===== config.mk =====
export PLATFORM = sky130hd
export DESIGN_NAME = x_byte_ser
export DESIGN_NICKNAME = d
export VERILOG_FILES = /design/src/rtl/x_byte_pkg.sv /design/src/rtl/x_byte_ser.sv
export SDC_FILE = /design/constraint.sdc
export NUM_CORES = 1
export LEC_CHECK = 0
export ABC_AREA = 1
export CORE_MARGIN = 4
export CORE_UTILIZATION = 45
export CTS_BUF_LIST = sky130_fd_sc_hd__clkbuf_8
export DETAILED_ROUTE_END_ITERATION = 8
export GPL_TIMING_DRIVEN = 0
export PLACE_DENSITY = 0.69
export SYNTH_ARGS = -nofsm -noshare
export SYNTH_HDL_FRONTEND = slang
export SYNTH_SLANG_ARGS = --single-unit

===== constraint.sdc =====
create_clock -name i_clk -period 3.2 [get_ports i_clk]
set_input_delay 0.64 -clock i_clk [delete_from_list [all_inputs] [get_ports i_clk]]
set_output_delay 0.64 -clock i_clk [all_outputs]
set_load 0.05 [all_outputs]

===== src/rtl/x_byte_pkg.sv =====
// x_byte_pkg: shared definitions for the x_byte command protocol
// (serializer and deserializer).
package x_byte_pkg;

    typedef enum logic [1:0] {
        IDLE,
        WRITE,
        APPLY
    } state_t;

    // Write command layout: {1'b1, value, index[5:0]}.
    localparam int unsigned CMD_WR_BIT   = 7;
    localparam int unsigned CMD_DATA_BIT = 6;
    localparam int unsigned IDX_W        = 6;

    // Bit 7 clear, so it can never alias a write command.
    localparam logic [7:0] DEFAULT_APPLY_CMD = 8'h00;

    // Build a write command for one bit of the word.
    function automatic logic [7:0] f_wr_cmd(input logic value, input logic [IDX_W-1:0] index);
        logic [7:0] cmd;
        cmd               = 8'(index);
        cmd[CMD_WR_BIT]   = 1'b1;
        cmd[CMD_DATA_BIT] = value;
        return cmd;
    endfunction

endpackage


===== src/rtl/x_byte_ser.sv =====
// x_byte_ser: serializes a WIDTH-bit word into one write command per bit
// followed by an apply command, so the far end updates the word atomically.
// Optional macro X_BYTE_SER_DIFF_EN: only bits that differ from the last
// applied word are written; the apply command is always sent.
module x_byte_ser
    import x_byte_pkg::*;
#(
    parameter int unsigned WIDTH     = 64,
    parameter logic [7:0]  APPLY_CMD = DEFAULT_APPLY_CMD
) (
    input  logic             i_clk,
    input  logic             i_rst,
    input  logic             i_valid,
    output logic             o_ready,
    input  logic [WIDTH-1:0] i_data,
    output logic             o_valid,
    input  logic             i_ready,
    output logic [7:0]       o_cmd,
    output logic             o_busy
);

    state_t             state_q;
    logic [IDX_W-1:0]   idx_q;
    logic [WIDTH-1:0]   shadow_q;

    logic [IDX_W-1:0]   idx_nxt;
    logic               idx_last;
    logic               nxt_bit;
    logic               first_vld;
    logic               nxt_vld;
    logic               advance;

`ifdef X_BYTE_SER_DIFF_EN
    logic [WIDTH-1:0]   sent_q;

    // Skip bits already held by the far end; skipped indices step without i_ready.
    always_comb begin
        first_vld = i_data[0] ^ sent_q[0];
        nxt_vld   = shadow_q[idx_nxt] ^ sent_q[idx_nxt];
        advance   = i_ready | ~o_valid;
    end

    // Track the word the far end holds after the last apply.
    always_ff @(posedge i_clk or posedge i_rst) begin
        if (i_rst) begin
            sent_q <= '0;
        end else if (state_q == APPLY && i_ready) begin
            sent_q <= shadow_q;
        end
    end
`else
    // Every bit is written, so each index waits for a handshake.
    always_comb begin
        first_vld = 1'b1;
        nxt_vld   = 1'b1;
        advance   = i_ready;
    end
`endif

    // Next index and the bit it selects, used to preload the registered command.
    always_comb begin
        idx_nxt  = idx_q + 1'b1;
        idx_last = (idx_q == IDX_W'(WIDTH - 1));
        nxt_bit  = shadow_q[idx_nxt];
    end

    // FSM with registered outputs: each output is loaded with its next-state value.
    always_ff @(posedge i_clk or posedge i_rst) begin
        if (i_rst) begin
            state_q  <= IDLE;
            idx_q    <= '0;
            shadow_q <= '0;
            o_valid  <= 1'b0;
            o_ready  <= 1'b1;
            o_cmd    <= 8'h00;
            o_busy   <= 1'b0;
        end else begin
            unique case (state_q)
                IDLE: begin
                    if (i_valid && o_ready) begin
                        shadow_q <= i_data;
                        idx_q    <= '0;
                        state_q  <= WRITE;
                        o_valid  <= first_vld;
                        o_cmd    <= f_wr_cmd(i_data[0], '0);
                        o_ready  <= 1'b0;
                        o_busy   <= 1'b1;
                    end
                end
                WRITE: begin
                    if (advance) begin
                        if (idx_last) begin
                            state_q <= APPLY;
                            o_valid <= 1'b1;
                            o_cmd   <= APPLY_CMD;
                        end else begin
                            idx_q   <= idx_nxt;
                            o_valid <= nxt_vld;
                            o_cmd   <= f_wr_cmd(nxt_bit, idx_nxt);
                        end
                    end
                end
                APPLY: begin
                    if (i_ready) begin
                        state_q <= IDLE;
                        o_valid <= 1'b0;
                        o_cmd   <= 8'h00;
                        o_ready <= 1'b1;
                        o_busy  <= 1'b0;
                    end
                end
                default: begin
                    state_q <= IDLE;
                end
            endcase
        end
    end

endmodule


==> results.yml <==
cells_and_area:
  layout-drive-gt1-share: 0.0840
  final_nets: 675
  finished_cell_area_um2: 5180
  antenna_cells_inserted: 0
  area_added_between_synthesis_and_finish_pct: 27.8
  final_core_utilization: 0.591
  finalNonFillerCells: 715
worst_setup_path:
  setup.worst_path.start_class: "flip-flop"
  cp_data_arrival_time_ps: 1690
  cp_max_fo: 3
  worst_r2r_start: "idx_q[1]$_DFFE_PP0P_"
  worst_r2r_path_depth: 12
  required_ps: 2560
  setup.worst_path.end_class: "primary output"
  cpLargestDelayFamily: "buffers and inverters"
  crit_path_top_delay_cell: "sky130_fd_sc_hd__clkdlybuf4s50_1"
  critPathBufInv: 1
  worst_r2r_endpoint: "o_cmd[6]$_DFFE_PP0P_"
  flop2flop_setup_slack_ps: 1000
  worst_path_cell_chain: "clkdlybuf4s50_1"
  crit_path_max_incr_delay_ps: 810
  crit_cells: 1
  crit_type: "flip-flop to primary output"
synthesis:
  synth.yosys.seq_area_share: 0.513
  postSynth.asyncResetShare: 1.00
  synth_simple_gate_area_frac: 0.232
  yosysWarnings: 0
  synthTopCellsByArea: "sky130_fd_sc_hd__dfrtp_1 (51%), sky130_fd_sc_hd__nand2_1 (14%), sky130_fd_sc_hd__o21ai_0 (8.4%)"
  synth.distinct_cells: 28
  synth_compound_area_frac: 0.116
  synth.mux.area_fraction: 0
  synth.avg_cell_area_um2: 7.92
  synth_fp_nets: 585
  post_synth_xor_area_fraction: 0.0182
  most_common_cell_in_the_synthesized_netlist: "sky130_fd_sc_hd__nand2_1"
  leading_post_synthesis_cells_by_instance_count: "sky130_fd_sc_hd__nand2_1 (154), sky130_fd_sc_hd__dfrtp_1 (82), sky130_fd_sc_hd__inv_1 (74), sky130_fd_sc_hd__o21ai_0 (68), sky130_fd_sc_hd__nand3_1 (56)"
  synthFlopType: "sky130_fd_sc_hd__dfrtp_1"
  synth_enable_flop_cells: 0
  dominant_combinational_cell_family_by_area_after_synthesis: "simple AND/OR/NAND/NOR gates"
  synth.cell_area_um2: 4050
  post-synth-top-area-fraction: 0.506
  ys_seq_elements: 83
  post_synth_inst_count: 512
  post-synth-top-area-cell: "sky130_fd_sc_hd__dfrtp_1"
  yosys.area_share.adder: 0.0154
clocking:
  clk_root_buffer_cell: "sky130_fd_sc_hd__clkbuf_8"
  cts_buffers: 9
  post_cts_hold_buffer_count: 0
  cts_tree: "done"
  cts_resized: 0
  max_clock_buf_depth: 2
  tritoncts_sink_count: 83
  cts.repair_timing.setup_buffer_count: 0
  path_clk_slew_ps: 80
  worst_skew_pair.late_latency_ps: 340
  h-tree-depth: 3
floorplan:
  initial_core_util: 0.462
  die-height_um: 103
  row_count: 34
  chipWidth_um: 103
  design.portCount: 79
  fp.coreArea_um2: 8760
  design.die.area_um2: 10600
power:
  total_internal_power_mw: 2.57
  p_total_mw: 4.46
  worst_case_vdd_ir_drop_mv: 0.520
  power_leakage_nw: 2.47
  power.switching_mw: 1.89
  clk_network_pwr_share: 0.153
  power.sequential.fraction: 0.371
  comb_power_frac: 0.475
  power-per-cell-area_nw_per_um2: 861
  swShare: 0.424
placement:
  globalplace.congestion: 0.834
  port-buffer-count: 78
  dp_hpwl_mm: 7.51
  placed_cell_area_um2: 5000
  placement.setup.worst_slack_ps: 593
  placed_instance_count: 699
sta:
  finalWorstPathRequiredPeriod_ps: 2330
  fmax_mhz: 429
  slew-limit-headroom: 0.530
  maxSlewViolCount: 0
  finalWorstSetupSlack_ps: 867
  finClkSkew_ps: 10.6
  setup_total_negative_slack_ps: 0
  final-hold-violation-count: 0
  timing_worst_slew_pin_value_ps: 699
  grt_setup_unrepaired: "false"
  setup_viol_count_final: 0
  share_of_the_clock_period_used_by_the_worst_path: 0.729
  whs_ps: 482
hold_path:
  hold_path_depth: 2
  hp-start: "shadow_q[41]$_DFFE_PP0P_"
  hp-class: "flip-flop to flip-flop"
  min_to: "shadow_q[41]$_DFFE_PP0P_"
flow_run:
  max-cap-violations: 0
detailed_routing:
  drt-total-wl_mm: 10.1
  avgViaCountPerCell: 5.01
  drt_pre_antenna_iters: 4
  wire_per_inst_um: 14.1
  routed_via_count: 3585
  first_iter_violations: 161
  route.antenna.remaining_nets: 0
  drc: 0
grt:
  use_met1: 0.281
  grt_max_degree: 47
  grt_antenna_before_repair: 0
  number_of_global_route_vias_before_repair: 3540
  grt.total_usage: 0.201
  grt.met2_usage: 0.320
  grtUsageMet3: 0.0304
  grt.overflow.total: 0
  wire_length_of_the_first_global_routing_pass_mm: 16.6
  grt_busiest_layer: "met2"
outcome:
  result_of_the_run: "finished, final reports clean"
sequential cells by signal, indices dropped and copies added (netlist names):
signal / cells
idx_q: 6
o_busy: 1
o_cmd: 8
o_ready: 1
o_valid: 1
shadow_q: 64
state_q: 2
worst max-delay path by stage:
stage	startpoint	end	slack, ps
final	o_ready$_DFFE_PP1P_	o_ready	870
after global routing	i_valid	shadow_q[0]$_DFFE_PP0P_	810
after CTS	o_ready$_DFFE_PP1P_	o_ready	840
after detailed placement	i_valid	shadow_q[48]$_DFFE_PP0P_	590
after global placement	i_rst	state_q[1]$_DFFE_PP0P_	-840
after floorplan	i_rst	idx_q[0]$_DFFE_PP0P_	420
metal layers:
metal,vias to the layer above,wire (µm)
li1,1785,-
met1,1694,4610
met2,90,4680
met3,16,603
met4,0,182
met5,-,0
cell type report:
type	instances	area, µm²
Multi-Input combinational cell	326	1540
Fill cell	824	3580
Clock buffer	11	151
Clock inverter	5	30.0
Buffer	24	131
Timing Repair Buffer	79	808
Inverter	79	302
Tap cell	108	135
Sequential cell	83	2080
cell usage in the layout (no fill, tap or decap), types with 2 or more instances in the layout:
cell	instances
sky130_fd_sc_hd__ha_1	5
sky130_fd_sc_hd__clkinvlp_4	3
sky130_fd_sc_hd__o21a_1	2
sky130_fd_sc_hd__clkbuf_8	12
sky130_fd_sc_hd__clkinv_2	2
sky130_fd_sc_hd__o21ai_1	7
sky130_fd_sc_hd__xor2_2	3
sky130_fd_sc_hd__a21oi_1	4
sky130_fd_sc_hd__dfrtp_1	82
sky130_fd_sc_hd__nand3_1	56
sky130_fd_sc_hd__clkdlybuf4s50_1	78
sky130_fd_sc_hd__clkbuf_1	3
sky130_fd_sc_hd__inv_2	3
sky130_fd_sc_hd__o211ai_1	5
sky130_fd_sc_hd__nand2_1	154
sky130_fd_sc_hd__inv_1	75
sky130_fd_sc_hd__nor2_1	12
sky130_fd_sc_hd__buf_2	19
sky130_fd_sc_hd__o21ai_0	68
sky130_fd_sc_hd__nand2_2	2
kinds of logic (layout without fill, tap and decap cells):
group | after synthesis | after routing
flip-flops | 83 | 83
adder cells (fa/ha/maj) | 5 | 5
buffers and inverters | 103 | 198
XOR/XNOR | 5 | 5
AND/OR/NAND/NOR | 227 | 227
AO/OA/AOI/OAI | 89 | 89
power groups by stage:
stage / clock [mW] / combinational [mW] / sequential (mW)
global placement: 0 / 2.07 / 1.67
global route: 0.748 / 2.40 / 1.70
CTS: 0.700 / 2.13 / 1.66
floorplan: 0 / 1.39 / 1.77
detailed placement: 0 / 2.11 / 1.68
finish: 0.684 / 2.12 / 1.66
Note: power is estimated with default switching activity, not from simulation.
